[src/rtl/maxpool2x2_stream.sv]
// rtl/maxpool2x2_stream.sv - 2x2 stride-2 streaming signed max-pool with a half-width line buffer
module maxpool2x2_stream #(
  parameter int IMG_W  = 26,
  parameter int IMG_H  = 26,
  parameter int DATA_W = 8
) (
  input  logic                     clk,
  input  logic                     rst,
  input  logic                     valid_in,
  input  logic signed [DATA_W-1:0] pixel_in,
  output logic                     valid_out,
  output logic signed [DATA_W-1:0] feature_out,
  output logic                     last_out
);

  localparam int OW = IMG_W / 2;
  localparam int OH = IMG_H / 2;
  localparam int CW = $clog2(IMG_W);
  localparam int RW = $clog2(IMG_H);
  localparam int AW = (OW > 1) ? $clog2(OW) : 1;

  localparam logic [CW-1:0] COL_LAST     = CW'(IMG_W - 1);
  localparam logic [RW-1:0] ROW_LAST     = RW'(IMG_H - 1);
  // Last column/row that still belongs to a full 2x2 window; an odd
  // trailing column or row is counted but never pooled.
  localparam logic [CW-1:0] COL_WIN_LAST = CW'(2 * OW - 1);
  localparam logic [RW-1:0] ROW_WIN_LAST = RW'(2 * OH - 1);

  logic [CW-1:0]            r_col;
  logic [RW-1:0]            r_row;
  logic signed [DATA_W-1:0] r_h;
  logic                     r_valid;
  logic                     r_last;
  logic signed [DATA_W-1:0] r_feat;
  logic signed [DATA_W-1:0] r_linebuf [OW];

  logic                     w_in_win;
  logic                     w_pool_h;
  logic                     w_lb_wr;
  logic                     w_emit;
  logic [AW-1:0]            w_lb_idx;
  logic signed [DATA_W-1:0] w_hmax;
  logic signed [DATA_W-1:0] w_lb_rd;
  logic signed [DATA_W-1:0] w_vmax;

  assign w_in_win = (r_col <= COL_WIN_LAST) && (r_row <= ROW_WIN_LAST);
  // The second pixel of a horizontal pair completes the row-wise max.
  assign w_pool_h = valid_in && w_in_win && r_col[0];
  // Even rows park their pair max; odd rows combine it with the parked one.
  assign w_lb_wr  = w_pool_h && !r_row[0];
  assign w_emit   = w_pool_h && r_row[0];
  assign w_lb_idx = AW'(r_col >> 1);

  assign w_hmax  = (r_h > pixel_in) ? r_h : pixel_in;
  assign w_lb_rd = r_linebuf[w_lb_idx];
  assign w_vmax  = (w_lb_rd > w_hmax) ? w_lb_rd : w_hmax;

  assign valid_out   = r_valid;
  assign feature_out = r_feat;
  assign last_out    = r_last;

  // Raster counters, horizontal holding register and registered output.
  always_ff @(posedge clk) begin
    if (rst) begin
      r_col   <= '0;
      r_row   <= '0;
      r_h     <= '0;
      r_valid <= 1'b0;
      r_last  <= 1'b0;
      r_feat  <= '0;
    end else begin
      r_valid <= 1'b0;
      r_last  <= 1'b0;
      if (valid_in) begin
        if (r_col == COL_LAST) begin
          r_col <= '0;
          if (r_row == ROW_LAST) begin
            r_row <= '0;
          end else begin
            r_row <= r_row + 1'b1;
          end
        end else begin
          r_col <= r_col + 1'b1;
        end
        if (w_in_win && !r_col[0]) begin
          r_h <= pixel_in;
        end
      end
      if (w_emit) begin
        r_valid <= 1'b1;
        r_feat  <= w_vmax;
        r_last  <= (r_row == ROW_WIN_LAST) && (r_col == COL_WIN_LAST);
      end
    end
  end

  // Line buffer holds even-row pair maxima; it needs no reset because every
  // odd-row read is preceded by an even-row write of the same entry.
  always_ff @(posedge clk) begin
    if (!rst && w_lb_wr) begin
      r_linebuf[w_lb_idx] <= w_hmax;
    end
  end

endmodule

[config.mk]
export PLATFORM = sky130hd
export DESIGN_NAME = maxpool2x2_stream
export DESIGN_NICKNAME = d
export VERILOG_FILES = /design/src/rtl/maxpool2x2_stream.sv
export SDC_FILE = /design/constraint.sdc
export NUM_CORES = 1
export LEC_CHECK = 0
export BUFFER_PORTS_ARGS = -buffer_cell sky130_fd_sc_hd__buf_2
export CAP_MARGIN = 5
export CORE_ASPECT_RATIO = 0.8
export CORE_UTILIZATION = 64
export CTS_BUF_LIST = sky130_fd_sc_hd__clkbuf_4
export DETAILED_ROUTE_END_ITERATION = 12
export HOLD_SLACK_MARGIN = 0.15
export PLACE_DENSITY = 0.88
export SLEW_MARGIN = 10
export SYNTH_ARGS = -nofsm -noshare
export SYNTH_HDL_FRONTEND = slang
export SYNTH_SLANG_ARGS = --single-unit
[constraint.sdc]
create_clock -name clk -period 4.1 [get_ports clk]
set_input_delay 0.205 -clock clk [delete_from_list [all_inputs] [get_ports clk]]
set_output_delay 0.205 -clock clk [all_outputs]
set_load 0.02 [all_outputs]
==> results.cfg, run 1 <==
[drt]
viasPerCell = 6.35
wl_per_cell_um = 22.6
wl_met1_mm = 5.69
drc = 0
wirelength_mm = 13.0
dr.pass1.iters = 4
vias = 3639
route.met2.wl_mm = 5.94
postRouteAntennaNets = 0
highest_layer = met4
drtIter0Drc = 383
met3WireLength_um = 999

[power]
power_leakage_nw = 2.45
ir_drop_v = 0.000431
p_per_area_nw_per_um2 = 405
finalPower_mw = 2.70

[clock_network]
clockBufferDepth = 2
cts_setup_buffers = 0
cts_buffers = 17
cts.htree.levels = 4
clockRootBuffer = clkbuf_4
cts_tree = done
clock_latency_ns = 0.54
clk_pin_slew_ns = 0.12
cts.sinks = 136

[critical_path]
cp_top_family = compound AO/OA/AOI/OAI gates
critPathBufInv = 4
critPathMaxFanout = 15
startpoint_type = input port
reg2reg_from = r_h[7]
r2r_end = feature_out[1]
required_ns = 4.51
path_cells = dlygate4sd3_1 -> buf_2 -> inv_1 -> ha_1 -> nand4_1 -> o32ai_1 -> a31oi_1 -> a21oi_2 -> mux2_2 -> inv_1 -> ha_1 -> nor2b_1 -> o221a_2 -> o22ai_1 -> nor4_2 -> and2_1 -> a221o_1
worst_path_max_delay_cell = dlygate4sd3_1
r2r_setup_slack_ns = 0.28
reg2reg_depth = 14
critPathKind = input port to register
worstPathArrival_ns = 4.25
max_stage_delay_ns = 0.53
end_kind = register

[synth]
synth_area_sq_um = 5940
syn_nets = 421
synth_top_area_cell = edfxtp_1
synthArstFlopShare = 0
syn_inst = 390
synth_common_cells = edfxtp_1, nor2_1, dfxtp_1
synth.avg_cell_area_sq_um = 15.2
synth_most_common_cell = edfxtp_1
synth_area_leaders = edfxtp_1, dfxtp_1, mux4_1
ys_types = 48
ys_ff_latch = 136
synth_top_area_share = 0.526
yosysWarnings = 0
synth_edf_count = 104
yosysSeqAreaShare = 0.634
synth_ff_type = edfxtp_1

[floorplan]
initial_core_util = 0.657
die_y_um = 88.1
std_cell_rows = 31
core_area_sq_um = 9040
dieArea_sq_um = 9670
die_w_um = 110
io_pins = 21

[final_layout]
seqCellArea_sq_um = 3760
fin_util = 0.736
final_cells = 573
syn_to_final_growth_pct = 12.1
diodes = 0
n_fill_cell = 557
layout.nets = 476
multi_input_area_sq_um = 1990
drive_above_1_share = 0.192

[timing]
fmax_mhz = 261
whs_ns = 0.313
tns_ns = 0
setup_viol = 0
relSlewSlack = 0.350
clock_skew_ns = 0.0206
hold_viol = 0
max_slew.worst_pin.slew_ns = 0.972
final.period_utilization = 0.935
finalMaxSlewViolations = 0
rsz0062_at_grt = no
period_needed_ns = 3.83

[outcome]
outcome = finished clean

[global_routing]
grt_pass1_wl_mm = 19.8
grt_pass1_vias = 3588
track_usage = 0.298
antenna_found_initial = 0
grt_max_degree = 19
globalRouteOverflowTotal = 0

[placement]
place_congestion = 0.917
dpl.cell_count = 525
dpl.hpwl_mm = 8.43
io_buffers = 20

[hold_path]
worstHoldStart = pixel_in[4]
hold_path.class = input port to register
min_path_cells = 3
hold_end = r_linebuf[8][4]

[flow_run]
cap_viol_max_count = 0
[how the worst max path moves through the flow]
stage	startpoint	to	slack, ns	depth (start not counted)
6_report	pixel_in[7]	feature_out[1]	0.27	17
5_1_grt	r_h[7]	feature_out[1]	0.05	14
4_1_cts	r_h[7]	feature_out[1]	0.13	13
3_5_place_dp	pixel_in[7]	feature_out[0]	0.26	15
3_3_place_gp	pixel_in[7]	feature_out[0]	0.36	15
2_1_floorplan	r_h[7]	feature_out[0]	0.82	14
[cells by family (layout without fill, tap and decap cells)]
group                    count (synthesis)  after routing  share of synthesized area
flip-flops                             136            136                      0.634
AND/OR/NAND/NOR                         95             95                     0.0807
AO/OA/AOI/OAI                           52             52                     0.0613
multiplexers                            44             44                      0.140
buffers and inverters                   36            104                     0.0316
adder cells (fa/ha/maj)                 20             20                     0.0421
XOR/XNOR                                 7              7                     0.0103
[repair_timing]
item / 4_1_cts / 5_1_grt
hold buffers: 16 / 0
resized for setup: 0 / 1
hold endpoints to repair: 19 / 0
setup endpoints to repair: 0 / 8
[where the power goes]
part,switching [mW],internal (mW)
logic,0.160,0.109
registers,0.0122,1.52
clock network,0.481,0.415
[placed cells by master (no fill, tap or decap), types with 4 or more instances in the layout]
cell	count
clkbuf_4	17
mux4_1	21
mux2i_1	11
dlygate4sd3_1	16
a211oi_1	5
buf_2	20
dfxtp_1	32
xor2_1	5
nor3_1	7
nand2_1	12
nor2b_1	6
inv_1	19
mux2_2	9
edfxtp_1	104
o22ai_1	4
and2_1	9
nor2_1	37
a21oi_1	20
nand4_1	4
clkinv_2	4
a221o_1	8
ha_1	20
buf_4	16
[through the flow]
stage | setup WS, ns | cell area [sq um]
2_1_floorplan | 0.822 | 5940
3_3_place_gp | 0.358 | 6200
3_5_place_dp | 0.257 | 6200
4_1_cts | 0.125 | 6650
5_1_grt | 0.0522 | 6660
6_report | 0.267 | 6660
[layer usage]
layer	track usage	vias up
met3	0.0796	32
met2	0.453	170
met5	0	-
met4	0.131	0
li1	-	1631
met1	0.411	1806
[sequential cells by signal, summed over array words and instances, names as in the netlist, named ones only]
signal,count
feature_out,8
last_out,1
r_col,5
r_h,8
r_linebuf,104
r_row,5
valid_out,1
[area by class of cell]
type | count | share of cell area
Inverter | 19 | 0.0107
Timing Repair Buffer | 53 | 0.0602
Multi-Input combinational cell | 218 | 0.299
Sequential cell | 136 | 0.566
Tap cell | 115 | 0.0216
Clock buffer | 17 | 0.0192
Clock inverter | 15 | 0.0235
[tightest hold or removal path, cell delays in order]
cell and delay [ns]:
buf_2 0.10, mux2_2 0.18, buf_4 0.22
No activity file was read; power rests on OpenSTA's default activity.
==> run 2, diff against run 1 <==
--- a/config.mk
+++ b/config.mk
@@ -5,6 +5,7 @@
 export SDC_FILE = /design/constraint.sdc
 export NUM_CORES = 1
 export LEC_CHECK = 0
+export ABC_AREA = 1
 export BUFFER_PORTS_ARGS = -buffer_cell sky130_fd_sc_hd__buf_2
 export CAP_MARGIN = 5
 export CORE_ASPECT_RATIO = 0.8
==> run 2 against run 1 <==
Against the previous run: synthesized cell count up 79%; final cell count up 53%; worst hold slack better by 0.15 ns; combinational power up 51%; core utilization down 2.0 points; die area up 8.0%; clock-buffer cell count unchanged; sequential power about the same; total power down 0.46%; largest power group unchanged; highest routed layer unchanged.
==> results.cfg, run 2 <==
[placement]
place_congestion = 0.935
dpl.hpwl_mm = 9.66
io_buffers = 20
dpl.cell_count = 836
pre_cts_ws_ns = 0.411
post_dp_cell_area_sq_um = 6620

[power]
power_leakage_nw = 3.06
p_per_area_nw_per_um2 = 387
finalPower_mw = 2.68
ir_drop_v = 0.000302

[clock_network]
cts_tree = done
cts_buffers = 17
cts.htree.levels = 4
cts.sinks = 136
clk_pin_slew_ns = 0.11
clock_latency_ns = 0.55
cts_resized = 0
clockRootBuffer = clkbuf_4
cts_setup_buffers = 0
cts_hold_buf = 10
clockBufferDepth = 2

[critical_path]
r2r_setup_slack_ns = 0.22
required_ns = 4.54
end_kind = register
worstPathArrival_ns = 4.35
startpoint_type = input port
critPathMaxFanout = 14
critPathKind = input port to register

[final_layout]
fin_util = 0.716
n_fill_cell = 703
final_cell_mix = nand2_1, inv_1, edfxtp_1
postLayoutCellArea_sq_um = 6940
largest_reg_flops = 104
seqCellArea_sq_um = 3760
diodes = 0
layout.nets = 760
final_cells = 878
drive_above_1_share = 0.0970
syn_to_final_growth_pct = 8.03
final_common_cell = nand2_1
multi_input_area_sq_um = 2080
top_register = r_linebuf

[floorplan]
die_w_um = 114
core_area_sq_um = 9690
dieArea_sq_um = 10400
initial_core_util = 0.663
io_pins = 21
std_cell_rows = 32
die_y_um = 91.6

[global_routing]
track_usage = 0.308
grt_max_degree = 56
globalRouteOverflowTotal = 0
antenna_found_initial = 0
grt_pass1_wl_mm = 23.5
grt_pass1_vias = 4692

[outcome]
outcome = finished clean

[timing]
period_needed_ns = 3.90
finalWorstSetupSlack_ns = 0.197
hold_viol = 0
max_slew.worst_pin.slew_ns = 1.09
relSlewSlack = 0.270
whs_ns = 0.464
clock_skew_ns = 0.0214
final.period_utilization = 0.952
setup_viol = 0
finalMaxSlewViolations = 0
fmax_mhz = 256
rsz0062_at_grt = no
tns_ns = 0

[synth]
yosysSeqAreaShare = 0.586
synth.avg_cell_area_sq_um = 9.21
ys_ff_latch = 136
synth_most_common_cell = nand2_1
synth_area_sq_um = 6420
synth_area_leaders = edfxtp_1, dfxtp_1, nand2_1
synthArstFlopShare = 0
syn_inst = 697
synth_top_area_cell = edfxtp_1
ys_types = 33
synth_common_cells = nand2_1, inv_1, edfxtp_1
synth_top_area_share = 0.486
syn_nets = 728
synth_ff_type = edfxtp_1
yosysWarnings = 0
synth_edf_count = 104

[drt]
postRouteAntennaNets = 0
viasPerCell = 5.69
drtIter0Drc = 491
wirelength_mm = 14.8
dr.pass1.iters = 6
drc = 0
vias = 4999
wl_per_cell_um = 16.9

[flow_run]
cap_viol_max_count = 0

[hold_path]
hold_path.class = input port to register
-- run 2: metal layers --
layer / wire [um] / track usage / vias up
met5: 0 / 0 / -
met4: 434 / 0.134 / 0
met3: 1660 / 0.0868 / 46
met2: 6790 / 0.461 / 303
met1: 5950 / 0.419 / 2303
li1: - / - / 2347
-- run 2: cell families after synthesis --
family,after synthesis,share of synthesized area
AOI/OAI and AO/OA,61,0.0518
and+or+nand+nor,332,0.229
DFF,136,0.586
xor gates and xnor gates,3,0.00409
adders and majority gates,20,0.0390
buffers and inverters,145,0.0902
-- run 2: layout make-up --
class | count | area share
sequential | 136 | 0.543
clock inverter | 15 | 0.0128
clock buffer | 17 | 0.0184
tap | 136 | 0.0245
timing repair buffer | 37 | 0.0364
inverter | 121 | 0.0655
multi-input combinational | 416 | 0.300
-- run 2: worst max-delay path, stage by stage --
cell and delay (ns):
dlygate4sd3_1 0.53, buf_2 0.11, inv_1 0.05, ha_1 0.30
a21oi_1 0.18, nor2_1 0.06, nor2_1 0.15, nand2_1 0.09
nand2_2 0.16, nand3_2 0.21, nand2_1 0.14, and2_1 0.42
ha_1 0.31, nand4_1 0.10, nor3_1 0.05, a21oi_1 0.62
nand2_1 0.39, nand3_1 0.21, a21oi_2 0.06
-- run 2: report_power, final --
part	total, mW	internal, mW	switching, mW
combinational	0.408	0.110	0.299
sequential	1.56	1.56	0.00779
clock	0.712	0.226	0.486
total	2.68	1.89	0.792
-- run 2: worst paths after layout --
kind | start | end | cells after the start
setup reg to reg | r_h[5] | feature_out[7] | 16
hold / removal | rst | valid_out | 3
hold reg to reg | r_h[7] | r_h[7] | 2
setup / recovery | pixel_in[5] | feature_out[7] | 19
==> run 3, diff against run 2 <==
==> constraint.sdc (replaced) <==
create_clock -name clk -period 4.1 [get_ports clk]
set_input_delay 0.615 -clock clk [delete_from_list [all_inputs] [get_ports clk]]
set_output_delay 0.615 -clock clk [all_outputs]
set_load 0.02 [all_outputs]
==> run 3 against run 2 <==
Against the previous run: clock skew increased by 0.0027 ns; global-route usage decreased by 1.7 points; die area unchanged; non-clock buffer count decreased by 7; total power increased by 9.3%; setup slack improved by 0.69 ns; routed wire length decreased by 5.4%; first-iteration DRC count increased by 9.2%; clock power increased by 36%; largest cell class unchanged.
==> results.cfg, run 3 (synthesized netlist as in run 2, its figures left out) <==
[critical_path]
cp.depth = 20
critPathMaxFanout = 9
max_stage_delay_ns = 0.35
critPathKind = register to register
path_cells = ha_1 -> a21o_1 -> nor2_1 -> nand2_1 -> nand2_2 -> nand3_2 -> nand2_1 -> nand2_1 -> ha_1 -> nand2_1 -> inv_1 -> nand2_1 -> nand2_1 -> nand2_1 -> nand2_1 -> nand2_1 -> nand2_1 -> nand2_1 -> nand3_1 -> a21oi_1
critPathBufInv = 1
startpoint_type = register
required_ns = 4.59
end_kind = register
reg2reg_depth = 20
cp_top_family = simple AND/OR/NAND/NOR gates
crit_top_cell = nand2_1
worst_path_max_delay_cell = dfxtp_1
worstPathArrival_ns = 3.71

[drt]
dr.pass1.iters = 6
viasPerCell = 5.64
wirelength_mm = 14.0
drtIter0Drc = 536
wl_per_cell_um = 16.1
postRouteAntennaNets = 0
drc = 0
vias = 4909

[timing]
tns_ns = 0
whs_ns = 0.305
finalMaxSlewViolations = 0
setup_viol = 0
fmax_mhz = 311
clock_skew_ns = 0.0240
max_slew.worst_pin.slew_ns = 0.994
period_needed_ns = 3.22
final.period_utilization = 0.785
hold_viol = 0
rsz0062_at_grt = no
relSlewSlack = 0.337

[global_routing]
globalRouteOverflowTotal = 0
grt_pass1_wl_mm = 22.5
grt_pass1_vias = 4538
track_usage = 0.291
antenna_found_initial = 0
grt_max_degree = 56

[final_layout]
layout.nets = 753
top_register = r_linebuf
final_cells = 871
largest_reg_flops = 104
final_cell_mix = nand2_1, inv_1, edfxtp_1
drive_above_1_share = 0.105
diodes = 0
n_fill_cell = 703
syn_to_final_growth_pct = 8.38
final_common_cell = nand2_1

[hold_path]
hold_path.class = input port to register
min_path_cells = 2

[floorplan]
die_w_um = 114
dieArea_sq_um = 10400
initial_core_util = 0.663
die_y_um = 91.6
core_area_sq_um = 9690
io_pins = 21
std_cell_rows = 32

[power]
power_leakage_nw = 3.08
ir_drop_v = 0.000382
p_per_area_nw_per_um2 = 422

[clock_network]
clock_latency_ns = 0.55
cts_tree = done
cts_setup_buffers = 0
cts_buffers = 17
cts.sinks = 136
cts_resized = 0
cts.htree.levels = 4
cts_hold_buf = 0
clockBufferDepth = 2
clockRootBuffer = clkbuf_4
clk_pin_slew_ns = 0.13

[placement]
place_congestion = 0.923
io_buffers = 20
dpl.cell_count = 839
dpl.hpwl_mm = 9.38

[outcome]
outcome = finished clean

[flow_run]
cap_viol_max_count = 0
## run 3: cell count changes in the layout (fill, tap and decap cells not counted), sizes merged
cell         before  now
dlygate4sd3      10    0
buf              27   30
bufinv            0    3
clkinvlp          4    2
clkinv           12    5
inv             120  126
## run 3: worst paths after layout
path           from             end  slack, ns
max          r_h[7]  feature_out[3]       0.88
min             rst       valid_out       0.31
max reg2reg  r_h[7]  feature_out[3]       0.88
min reg2reg  r_h[5]          r_h[5]       0.51
## run 3: final cells by class
class	count	area, sq um	area share
Sequential cell	136	3760	0.541
Multi-Input combinational cell	416	2080	0.299
Inverter	121	454	0.0653
Clock inverter	15	189	0.0271
Timing Repair Buffer	30	175	0.0252
Tap cell	136	170	0.0245
Clock buffer	17	128	0.0183
## run 3: metrics by stage
step	util	power [mW]	worst slack (ns)	instance area (sq um)
after floorplan	-	1.85	0.737	6420
after global placement	0.686	1.96	0.700	6640
after detailed placement	0.686	1.98	0.519	6640
after CTS	0.718	2.93	0.924	6960
after global routing	0.718	3.03	0.540	6960
final	0.718	2.93	0.882	6960
## run 3: metal layers
metal,track usage,vias up,share of wire
met2,0.436,226,0.46
met4,0.105,0,0.015
met1,0.412,2323,0.43
li1,-,2336,-
met3,0.0734,24,0.095
met5,0,-,0
## run 3: where the power goes
part / switching, mW / total [mW] / internal [mW]
registers: 0.00739 / 1.56 / 1.56
logic: 0.295 / 0.404 / 0.109
clock network: 0.531 / 0.967 / 0.436
